[config.mk]
export PLATFORM = sky130hd
export DESIGN_NAME = pixel_mixer_flat
export DESIGN_NICKNAME = d
export VERILOG_FILES = /design/src/rtl/ppu_pkg.sv /design/src/rtl/pixel_mixer_if.sv /design/src/rtl/pixel_prio_resolve.sv /design/src/rtl/pixel_mixer.sv /design/src/flat_wrapper.sv
export SDC_FILE = /design/constraint.sdc
export NUM_CORES = 1
export LEC_CHECK = 0
export CAP_MARGIN = 20
export CORE_MARGIN = 2
export CORE_UTILIZATION = 40
export DETAILED_ROUTE_END_ITERATION = 6
export GPL_TIMING_DRIVEN = 1
export MAX_ROUTING_LAYER = met4
export PLACE_DENSITY_LB_ADDON = 0.15
export SLEW_MARGIN = 40
export SYNTH_ARGS = -nofsm -noshare
export SYNTH_HDL_FRONTEND = slang
export SYNTH_SLANG_ARGS = --single-unit
[constraint.sdc]
create_clock -name clk -period 2.9 [get_ports clk]
set_input_delay 0.435 -clock clk [delete_from_list [all_inputs] [get_ports clk]]
set_output_delay 0.435 -clock clk [all_outputs]
set_load 0.01 [all_outputs]
[src/rtl/ppu_pkg.sv]
// Shared PPU types and constants: pixel code layout, sprite priority levels,
// layer-enable bit positions and the mixer state encoding.
package ppu_pkg;

    localparam int ROW_WIDTH_DEFAULT = 320;
    localparam int PIX_W_DEFAULT     = 10;

    localparam int LAYER_BG  = 0;
    localparam int LAYER_FG  = 1;
    localparam int LAYER_SPR = 2;

    typedef struct packed {
        logic [5:0] palette;
        logic [3:0] colour;
    } pix_code_t;

    typedef enum logic [1:0] {
        SPR_BEHIND_BG = 2'd0,
        SPR_BEHIND_FG = 2'd1,
        SPR_FRONT     = 2'd2
    } spr_prio_e;

    typedef enum logic [1:0] {
        ST_IDLE,
        ST_RUN,
        ST_DRAIN
    } mix_state_e;

    // Colour index 0 is the transparent key on every layer.
    function automatic logic is_opaque(input logic [3:0] colour, input logic enable);
        return enable && (colour != 4'd0);
    endfunction

endpackage

[src/rtl/pixel_mixer_if.sv]
// Control, layer-read and row-RAM-write signals of the scanline pixel mixer.
interface pixel_mixer_if
    import ppu_pkg::*;
#(
    parameter int PIX_W = PIX_W_DEFAULT
);
    logic             mix_start;
    logic             mix_busy;
    logic             mix_done;
    logic [2:0]       layer_en;
    logic [8:0]       layer_rdaddr;
    logic [PIX_W-1:0] bg_rddata;
    logic [PIX_W-1:0] fg_rddata;
    logic [PIX_W-1:0] spr_rddata;
    logic [1:0]       spr_prio;
    logic [PIX_W-1:0] pmxr_rowram_wrdata;
    logic [8:0]       pmxr_rowram_wraddr;
    logic             pmxr_rowram_wren;

    modport slave (
        input  mix_start, layer_en, bg_rddata, fg_rddata, spr_rddata, spr_prio,
        output mix_busy, mix_done, layer_rdaddr,
               pmxr_rowram_wrdata, pmxr_rowram_wraddr, pmxr_rowram_wren
    );

    modport master (
        output mix_start, layer_en, bg_rddata, fg_rddata, spr_rddata, spr_prio,
        input  mix_busy, mix_done, layer_rdaddr,
               pmxr_rowram_wrdata, pmxr_rowram_wraddr, pmxr_rowram_wren
    );
endinterface

[src/rtl/pixel_prio_resolve.sv]
// Combinational per-pixel layer resolve: first opaque layer in the order
// selected by the sprite priority wins, otherwise the backdrop code 0.
module pixel_prio_resolve
    import ppu_pkg::*;
#(
    parameter int PIX_W = PIX_W_DEFAULT
)
(
    input  logic [PIX_W-1:0] bg_code,
    input  logic [PIX_W-1:0] fg_code,
    input  logic [PIX_W-1:0] spr_code,
    input  logic [1:0]       spr_prio,
    input  logic [2:0]       layer_en,
    output logic [PIX_W-1:0] pix_out
);

    logic bg_op;
    logic fg_op;
    logic spr_op;

    always_comb begin
        bg_op   = is_opaque(bg_code[3:0],  layer_en[LAYER_BG]);
        fg_op   = is_opaque(fg_code[3:0],  layer_en[LAYER_FG]);
        spr_op  = is_opaque(spr_code[3:0], layer_en[LAYER_SPR]);
        pix_out = '0;
        case (spr_prio)
            SPR_BEHIND_BG: begin
                if (fg_op)       pix_out = fg_code;
                else if (bg_op)  pix_out = bg_code;
                else if (spr_op) pix_out = spr_code;
            end
            SPR_BEHIND_FG: begin
                if (fg_op)       pix_out = fg_code;
                else if (spr_op) pix_out = spr_code;
                else if (bg_op)  pix_out = bg_code;
            end
            // Priority 3 behaves like SPR_FRONT.
            default: begin
                if (spr_op)      pix_out = spr_code;
                else if (fg_op)  pix_out = fg_code;
                else if (bg_op)  pix_out = bg_code;
            end
        endcase
    end

endmodule

[src/rtl/pixel_mixer.sv]
// Scanline pixel mixer: sweeps the layer row buffers, resolves each pixel and
// writes it into the back row RAM through a fixed two-stage pipeline.
module pixel_mixer
    import ppu_pkg::*;
#(
    parameter int ROW_WIDTH = ROW_WIDTH_DEFAULT,
    parameter int PIX_W     = PIX_W_DEFAULT
)
(
    input logic          clk,
    input logic          rst,
    pixel_mixer_if.slave bus
);

    localparam logic [8:0] LAST_X = 9'(ROW_WIDTH - 1);

    mix_state_e       state_q, state_d;
    logic [8:0]       rdaddr_q, rdaddr_d;
    logic [2:0]       en_q, en_d;
    logic             busy_q, busy_d;
    logic             s1_valid_q, s1_valid_d;
    logic [8:0]       s1_x_q, s1_x_d;
    logic             wren_q, wren_d;
    logic [8:0]       wraddr_q, wraddr_d;
    logic [PIX_W-1:0] wrdata_q, wrdata_d;
    logic             done_q, done_d;
    logic [PIX_W-1:0] pix_resolved;

    pixel_prio_resolve #(.PIX_W(PIX_W)) u_resolve (
        .bg_code  (bus.bg_rddata),
        .fg_code  (bus.fg_rddata),
        .spr_code (bus.spr_rddata),
        .spr_prio (bus.spr_prio),
        .layer_en (en_q),
        .pix_out  (pix_resolved)
    );

    // Stage 1 tracks which x the returning read data belongs to; stage 2 is the write.
    always_comb begin
        state_d    = state_q;
        rdaddr_d   = rdaddr_q;
        en_d       = en_q;
        busy_d     = busy_q;
        s1_valid_d = 1'b0;
        s1_x_d     = s1_x_q;
        wren_d     = s1_valid_q;
        wraddr_d   = s1_valid_q ? s1_x_q : wraddr_q;
        wrdata_d   = s1_valid_q ? pix_resolved : wrdata_q;
        done_d     = 1'b0;
        case (state_q)
            ST_IDLE: begin
                if (bus.mix_start) begin
                    state_d  = ST_RUN;
                    rdaddr_d = 9'd0;
                    en_d     = bus.layer_en;
                    busy_d   = 1'b1;
                end
            end
            ST_RUN: begin
                s1_valid_d = 1'b1;
                s1_x_d     = rdaddr_q;
                if (rdaddr_q == LAST_X) state_d = ST_DRAIN;
                else                    rdaddr_d = rdaddr_q + 9'd1;
            end
            ST_DRAIN: begin
                if (s1_valid_q && s1_x_q == LAST_X) begin
                    done_d  = 1'b1;
                    busy_d  = 1'b0;
                    state_d = ST_IDLE;
                end
            end
            default: state_d = ST_IDLE;
        endcase
    end

    always_ff @(posedge clk) begin
        if (rst) begin
            state_q    <= ST_IDLE;
            rdaddr_q   <= '0;
            en_q       <= '0;
            busy_q     <= 1'b0;
            s1_valid_q <= 1'b0;
            s1_x_q     <= '0;
            wren_q     <= 1'b0;
            wraddr_q   <= '0;
            wrdata_q   <= '0;
            done_q     <= 1'b0;
        end else begin
            state_q    <= state_d;
            rdaddr_q   <= rdaddr_d;
            en_q       <= en_d;
            busy_q     <= busy_d;
            s1_valid_q <= s1_valid_d;
            s1_x_q     <= s1_x_d;
            wren_q     <= wren_d;
            wraddr_q   <= wraddr_d;
            wrdata_q   <= wrdata_d;
            done_q     <= done_d;
        end
    end

    assign bus.mix_busy           = busy_q;
    assign bus.mix_done           = done_q;
    assign bus.layer_rdaddr       = rdaddr_q;
    assign bus.pmxr_rowram_wren   = wren_q;
    assign bus.pmxr_rowram_wraddr = wraddr_q;
    assign bus.pmxr_rowram_wrdata = wrdata_q;

endmodule

[src/flat_wrapper.sv]
// flat-port wrapper written by rule: the top's interface ports become plain ports
module pixel_mixer_flat import ppu_pkg::*;
#(
    parameter int ROW_WIDTH = ROW_WIDTH_DEFAULT,
    parameter int PIX_W     = PIX_W_DEFAULT
)
  (clk, rst, bus_mix_start, bus_layer_en, bus_bg_rddata, bus_fg_rddata, bus_spr_rddata, bus_spr_prio, bus_mix_busy, bus_mix_done, bus_layer_rdaddr, bus_pmxr_rowram_wrdata, bus_pmxr_rowram_wraddr, bus_pmxr_rowram_wren);
  pixel_mixer_if #(.PIX_W(PIX_W)) bus_i ();
  input logic clk;
  input logic rst;
  input wire logic [$bits(bus_i.mix_start)-1:0] bus_mix_start;
  input wire logic [$bits(bus_i.layer_en)-1:0] bus_layer_en;
  input wire logic [$bits(bus_i.bg_rddata)-1:0] bus_bg_rddata;
  input wire logic [$bits(bus_i.fg_rddata)-1:0] bus_fg_rddata;
  input wire logic [$bits(bus_i.spr_rddata)-1:0] bus_spr_rddata;
  input wire logic [$bits(bus_i.spr_prio)-1:0] bus_spr_prio;
  output wire logic [$bits(bus_i.mix_busy)-1:0] bus_mix_busy;
  output wire logic [$bits(bus_i.mix_done)-1:0] bus_mix_done;
  output wire logic [$bits(bus_i.layer_rdaddr)-1:0] bus_layer_rdaddr;
  output wire logic [$bits(bus_i.pmxr_rowram_wrdata)-1:0] bus_pmxr_rowram_wrdata;
  output wire logic [$bits(bus_i.pmxr_rowram_wraddr)-1:0] bus_pmxr_rowram_wraddr;
  output wire logic [$bits(bus_i.pmxr_rowram_wren)-1:0] bus_pmxr_rowram_wren;
  assign bus_i.mix_start = bus_mix_start;
  assign bus_i.layer_en = bus_layer_en;
  assign bus_i.bg_rddata = bus_bg_rddata;
  assign bus_i.fg_rddata = bus_fg_rddata;
  assign bus_i.spr_rddata = bus_spr_rddata;
  assign bus_i.spr_prio = bus_spr_prio;
  assign bus_mix_busy = bus_i.mix_busy;
  assign bus_mix_done = bus_i.mix_done;
  assign bus_layer_rdaddr = bus_i.layer_rdaddr;
  assign bus_pmxr_rowram_wrdata = bus_i.pmxr_rowram_wrdata;
  assign bus_pmxr_rowram_wraddr = bus_i.pmxr_rowram_wraddr;
  assign bus_pmxr_rowram_wren = bus_i.pmxr_rowram_wren;
  pixel_mixer #(.ROW_WIDTH(ROW_WIDTH), .PIX_W(PIX_W)) u_core (.clk(clk), .rst(rst), .bus(bus_i));
endmodule
* After elaboration in Yosys (flattened, before gate mapping)
Cells that the tools add are included.
** Operators by class
- Add/subtract/negate cells :: 1
- Multipliers :: 0
- Divide/modulo/power cells :: 0
- Order comparisons :: 0
- Equality and inequality tests :: 9
- Shift-type cells :: 0
- Multiplexer cells :: 21
- Bitwise logic cells :: 1
- Reductions and logical operators :: 16
** Operators by type and width (count)
- 2-to-1 mux 10 bit :: 8
- case mux 10 bit (2 select lines) :: 1
- equality test 9 bit (second input constant) :: 2
- 2-to-1 mux 9 bit :: 2
- case mux 9 bit (2 select lines) :: 1
- nonzero test 4 bit :: 3
- adder 9 x 1 -> 9 bit (second input constant) :: 1
- AND reduction 3 bit :: 3
- 2-to-1 mux 2 bit :: 3
- case mux 2 bit (3 select lines) :: 1
- equality test 2 x 1 -> 1 bit (second input constant) :: 2
- logical AND 1 bit :: 4
- logical NOT 2 bit :: 2
- 2-to-1 mux 1 bit :: 4
- != test 2 x 1 -> 1 bit (second input constant) :: 2
- != test 2 bit (second input constant) :: 2
- nonzero test 2 bit :: 2
- equality test 2 bit (second input constant) :: 1
- case mux 1 bit (2 select lines) :: 1
- AND reduction 2 bit :: 1
- OR reduction 2 bit :: 1
- inverter 1 bit :: 1
** Word-level totals
- Register bits after elaboration :: 46
- Latch bits :: 0
- RAM bits :: 0
- Memory bits (read-only) :: 0
- Bits of input ports :: 38
- Output and inout port bits :: 31
- Word-level logic and storage cells :: 58
- Memories kept :: 0

* Logic depth before layout (Yosys ltp)
- Word-level depth :: 6
- Depth in mapped cells :: 6
- Depth with buffers taken out :: 6

* Hierarchy
A second synthesis with hierarchy kept.
** Unflattened totals
- Cell total of the unflattened synthesis :: 265
- Area, all modules :: 2399.8 µm²
** By module, submodules not included
- pixel_mixer :: times used 1, cells an instance 185, area each 1819.2 µm², sequential area each 920.9 µm²
- pixel_prio_resolve :: times used 1, cells an instance 80, area each 580.6 µm², sequential area each 0.0 µm²

* Worst setup path after synthesis
OpenSTA, ideal clock, no wires.
- Path type :: input -> register
- Start point :: in bus_bg_rddata[3]
- End point :: reg u_core.wrdata_q[1], in the netlist u_core.bus.pmxr_rowram_wrdata[1]
- Setup time :: 0.079 ns
- Arrival time :: 1.682 ns
- Path slack :: 1.139 ns
- Stages on the path :: 5
- Buffers on the path :: 0
- Path through :: o41a_1 > nor3b_4 > o21ai_4 > o221ai_1 > a211oi_2
** Between the ends
- Longest elaborated chain between the ends :: 6
- Elaborated cells between the ends (all ways) :: 10
- Classes of those cells :: mux: 8; reduce/logical: 2
** RTL lines
- start, declared :: line flat_wrapper.sv:13 : input wire logic [$bits(bus_i.bg_rddata)-1:0] bus_bg_rddata;
- nonzero test 4 bit * :: line ppu_pkg.sv:31 : return enable && (colour != 4'd0);
- logical AND 1 bit * :: line ppu_pkg.sv:31
- 2-to-1 mux 10 bit :: line pixel_prio_resolve.sv:35, pixel_prio_resolve.sv:41
- 2-to-1 mux 10 bit, on equally long branches :: line pixel_prio_resolve.sv:40, pixel_prio_resolve.sv:34
- 2-to-1 mux 10 bit, on equally long branches :: line pixel_prio_resolve.sv:39, pixel_prio_resolve.sv:33
- case mux 10 bit (2 select lines) * :: line pixel_prio_resolve.sv:26 : case (spr_prio)
- end signal, assigned :: line pixel_mixer.sv:97 : wrdata_q <= wrdata_d;
- end, declared :: line pixel_mixer.sv:25 : logic [PIX_W-1:0] wrdata_q, wrdata_d;
Every way passes the cells marked *; elsewhere a longest branch is shown, timed or not.
A chain may end at the register's enable or synchronous reset.

* Worst setup path after layout
- Start point :: in bus_spr_rddata[0]
- End point :: reg u_core.wrdata_q[1], in the netlist u_core.bus.pmxr_rowram_wrdata[1]
** Between the ends
- Longest elaborated chain between the ends :: 6
- Elaborated cells between the ends (all ways) :: 9
- Classes of those cells :: mux: 7; reduce/logical: 2
** RTL lines
- start, declared :: line flat_wrapper.sv:15 : input wire logic [$bits(bus_i.spr_rddata)-1:0] bus_spr_rddata;
- nonzero test 4 bit * :: line ppu_pkg.sv:31
- logical AND 1 bit * :: line ppu_pkg.sv:31
- 2-to-1 mux 10 bit :: line pixel_prio_resolve.sv:30 : else if (spr_op) pix_out = spr_code;
- 2-to-1 mux 10 bit :: line pixel_prio_resolve.sv:29 : else if (bg_op) pix_out = bg_code;
- 2-to-1 mux 10 bit :: line pixel_prio_resolve.sv:28 : if (fg_op) pix_out = fg_code;
- case mux 10 bit (2 select lines) * :: line pixel_prio_resolve.sv:26
Marks and branches as above.

==> key figures <==
Status
  – Status: complete, no violations

Setup path
  – Crit start category: input pin
  – Crit. Startpoint: bus_spr_rddata[0]
  – Master of the slowest instance on the critical path: o41ai_4
  – Crit Reg-Reg Startpoint: u_core.bus.layer_rdaddr[0]
  – Critical Path Sink Type: flop
  – Crit path cell chain: clkdlybuf4s50_1, o41ai_4, o21ai_2, a22oi_4, o221ai_1, a211oi_2
  – Critical path's largest stage delay: roughly 0.54 ns
  – Worst Path Max Fanout: 9
  – Critical Path RT: 3.13 ns
  – Crit Path Category: input pin to flop
  – Arr. time, crit path: 2.35 ns

Yosys
  – Post-synth EDFFs: 0
  – Synth async-reset ratio: 0
  – Cell with the most instances after synthesis: dfxtp_1
  – Post-synthesis cell count: 232
  – Cell area after synthesis: about 2000 um2
  – Yosys top cell by area: dfxtp_1
  – Synth top cells by count: 46 x dfxtp_1, 38 x nand2_1, 30 x nor2_1
  – Top post-synthesis cells by area: dfxtp_1 45%, nand2_1 7.0%, a21oi_1 6.4%
  – Post-synthesis mux area share: 0.0391
  – Adder-Cell Fraction of Synth Area: 0.00611
  – Compound-cell area share of the yosys netlist: 0.243
  – Top cell type's share of synthesized area: 0.450
  – Syn_nets: ~270
  – Largest family of logic cells by synthesized area: compound AO/OA/AOI/OAI gates
  – Post-synth cell types: 43
  – Seq/Total Area, Yosys: 0.450
  – Leading register cell type out of synthesis: dfxtp_1
  – Synth Register Bits: 46
  – Yosys warning count: 0
  – XOR/XNOR Fraction of Synth Area: 0.0299
  – Syn avg cell area: between 8 and 9 um2
  – Post-Synth Simple-Gate Area: 0.210

Placement
  – Post-DP Area: 2800 um2
  – Detailed Place HPWL: 3.79 mm
  – Gpl congestion: about 0.89
  – Port buffer count: 68
  – Placed Instances: between 300 and 400

Global route
  – First-pass GRT wire length: approximately 8 mm
  – GRT Overall Usage: 0.193
  – Largest net degree at the start of global routing: 22
  – Grt ovf: 0
  – Vias in the first global route: about 1.6k
  – Initial antenna violation count: 0

Drt
  – Total number of vias: between 1.5k and 2k
  – Iter 0 DRT Violations: 96
  – Pre-antenna DRT Iters: 4
  – Drt drc: 0
  – Routed len/inst: approximately 13 um
  – Final wirelength: a little under 5 mm
  – Routed vias/inst: ~5
  – Post-DRT Antenna Nets: 0

Clock tree
  – CTS tree: done
  – CTS root buf: clkbuf_8
  – Num CTS Buffers: 5
  – CTS resizes: 0
  – Worst-path clk slew: roughly 0.090 ns
  – Hold buffer count at CTS: 0
  – Max H-tree Level: 2
  – Clk_lat worst skew: approximately 0.3 ns
  – Sink Count: 46
  – Clk buf depth: 2
  – Setup Buffers After CTS: 0

Cells and area
  – Cell area after layout: ~2900 um2
  – Share of layout cells above drive strength 1: 0.0664
  – # diodes: 0
  – Utilization after layout: 0.581
  – P&R area growth vs syn: 42.2%
  – Final net count: about 340
  – Post-route insts no fill: between 300 and 400

STA
  – Final TNS setup: 0 ns
  – Final hold vios: 0
  – Post-Route Skew: between 0.007 and 0.008 ns
  – Fin crit share: 0.729
  – Post-layout min period: 2.11 ns
  – # setup viols final: 0
  – Slew Limit Fails: 0
  – RSZ-0062 raised after global routing: false
  – Rel. slew slack: 0.548
  – Maximum clock frequency: around 470 MHz
  – Worst-Margin Slew: a little under 0.7 ns

Worst hold path
  – Worst Hold Launch: u_core.bus.pmxr_rowram_wrdata[6]
  – Hold crit path type: flop to flop

Floorplanning
  – Die footprint: roughly 5700 um2
  – Core area: approximately 5000 um2
  – Num ports: between 60 and 70
  – FP Rows: 26
  – Initial Utilization: 0.409
  – Chip Width: between 70 and 80 um
  – Die Y: roughly 76 um

Power and ir drop
  – VDD IR max: 0.225 mV
  – Power Density: ~450 nW/um2
  – P_leak: between 0.9 and 1 nW

Flow run
  – MaxCap Viol Count: 0
## final timing paths
| check | endpoint | slack, ns | cells past startpoint |
|---|---|---|---|
| setup / recovery | u_core.bus.pmxr_rowram_wrdata[1] | 0.79 | 6 |
| hold / removal | u_core.bus.pmxr_rowram_wrdata[6] | 0.46 | 2 |
| setup reg to reg | u_core.bus.layer_rdaddr[1] | 1.03 | 6 |
| hold reg to reg | u_core.bus.pmxr_rowram_wrdata[6] | 0.46 | 2 |
## metrics by stage
stage	power [W]	setup WS (ns)	hold slack, ns
floorplan	0.000764	1.14	0.436
global placement	0.000862	0.549	0.439
detailed placement	0.000862	0.468	0.445
CTS	0.00133	0.796	0.461
global route	0.00138	0.676	0.482
finish	0.00132	0.787	0.459
## kinds of logic (layout without fill, tap and decap cells)
kind of cell | after synthesis | in the layout
AND/OR/NAND/NOR | 94 | 94
AO/OA/AOI/OAI | 64 | 64
XOR/XNOR | 7 | 7
multiplexers | 8 | 8
buffers and inverters | 12 | 81
adder cells (fa/ha/maj) | 1 | 1
flip-flops | 46 | 46
## worst max-delay path, delay by kind of cell
kind / cells / cell delay [ns]
buf+inv: 1 / 0.50
compound gates: 5 / 1.40
## power by group
group          internal [W]  switching (W)
sequential         0.000644      0.0000120
clock              0.000257       0.000216
combinational     0.0000965      0.0000950
## flip-flops by register name, summed over array words and instances (netlist names)
signal                         flops
u_core.bus.pmxr_rowram_wrdata     10
u_core.bus.layer_rdaddr            9
u_core.bus.pmxr_rowram_wraddr      9
u_core.s1_x_q                      9
u_core.en_q                        3
u_core.state_q                     2
u_core.bus.mix_busy                1
u_core.bus.mix_done                1
u_core.bus.pmxr_rowram_wren        1
u_core.s1_valid_q                  1
## metal layers
layer	global-route usage	wire [um]	vias up
met5	-	0	-
li1	-	-	960
met3	0.0516	231	7
met2	0.273	2270	43
met1	0.266	2380	894
met4	0.0624	61	0
## cell usage in the layout (no fill, tap or decap), types with 3 or more instances in the layout
| cell type | Yosys | layout |
|---|---|---|
| clkdlybuf4s50_1 | 0 | 68 |
| dfxtp_1 | 46 | 46 |
| nand2_1 | 38 | 38 |
| nor2_1 | 30 | 30 |
| a21oi_1 | 26 | 26 |
| mux2i_1 | 8 | 8 |
| o21ai_0 | 7 | 7 |
| nand3_1 | 7 | 7 |
| xnor2_1 | 7 | 7 |
| o31ai_1 | 6 | 6 |
| nand2b_1 | 5 | 5 |
| clkbuf_8 | 0 | 5 |
| nand3b_1 | 3 | 3 |
| buf_4 | 0 | 3 |
## layout make-up
cell class | instances | area [um2]
repair buffers | 71 | 703
well taps | 70 | 87.6
inverters | 2 | 7.51
clock inverters | 2 | 37.5
clock buffers | 6 | 72.6
flip-flops and latches | 46 | 921
multi-input cells | 174 | 1080
fillers | 472 | 2100
No activity file was read; power rests on OpenSTA's default activity.
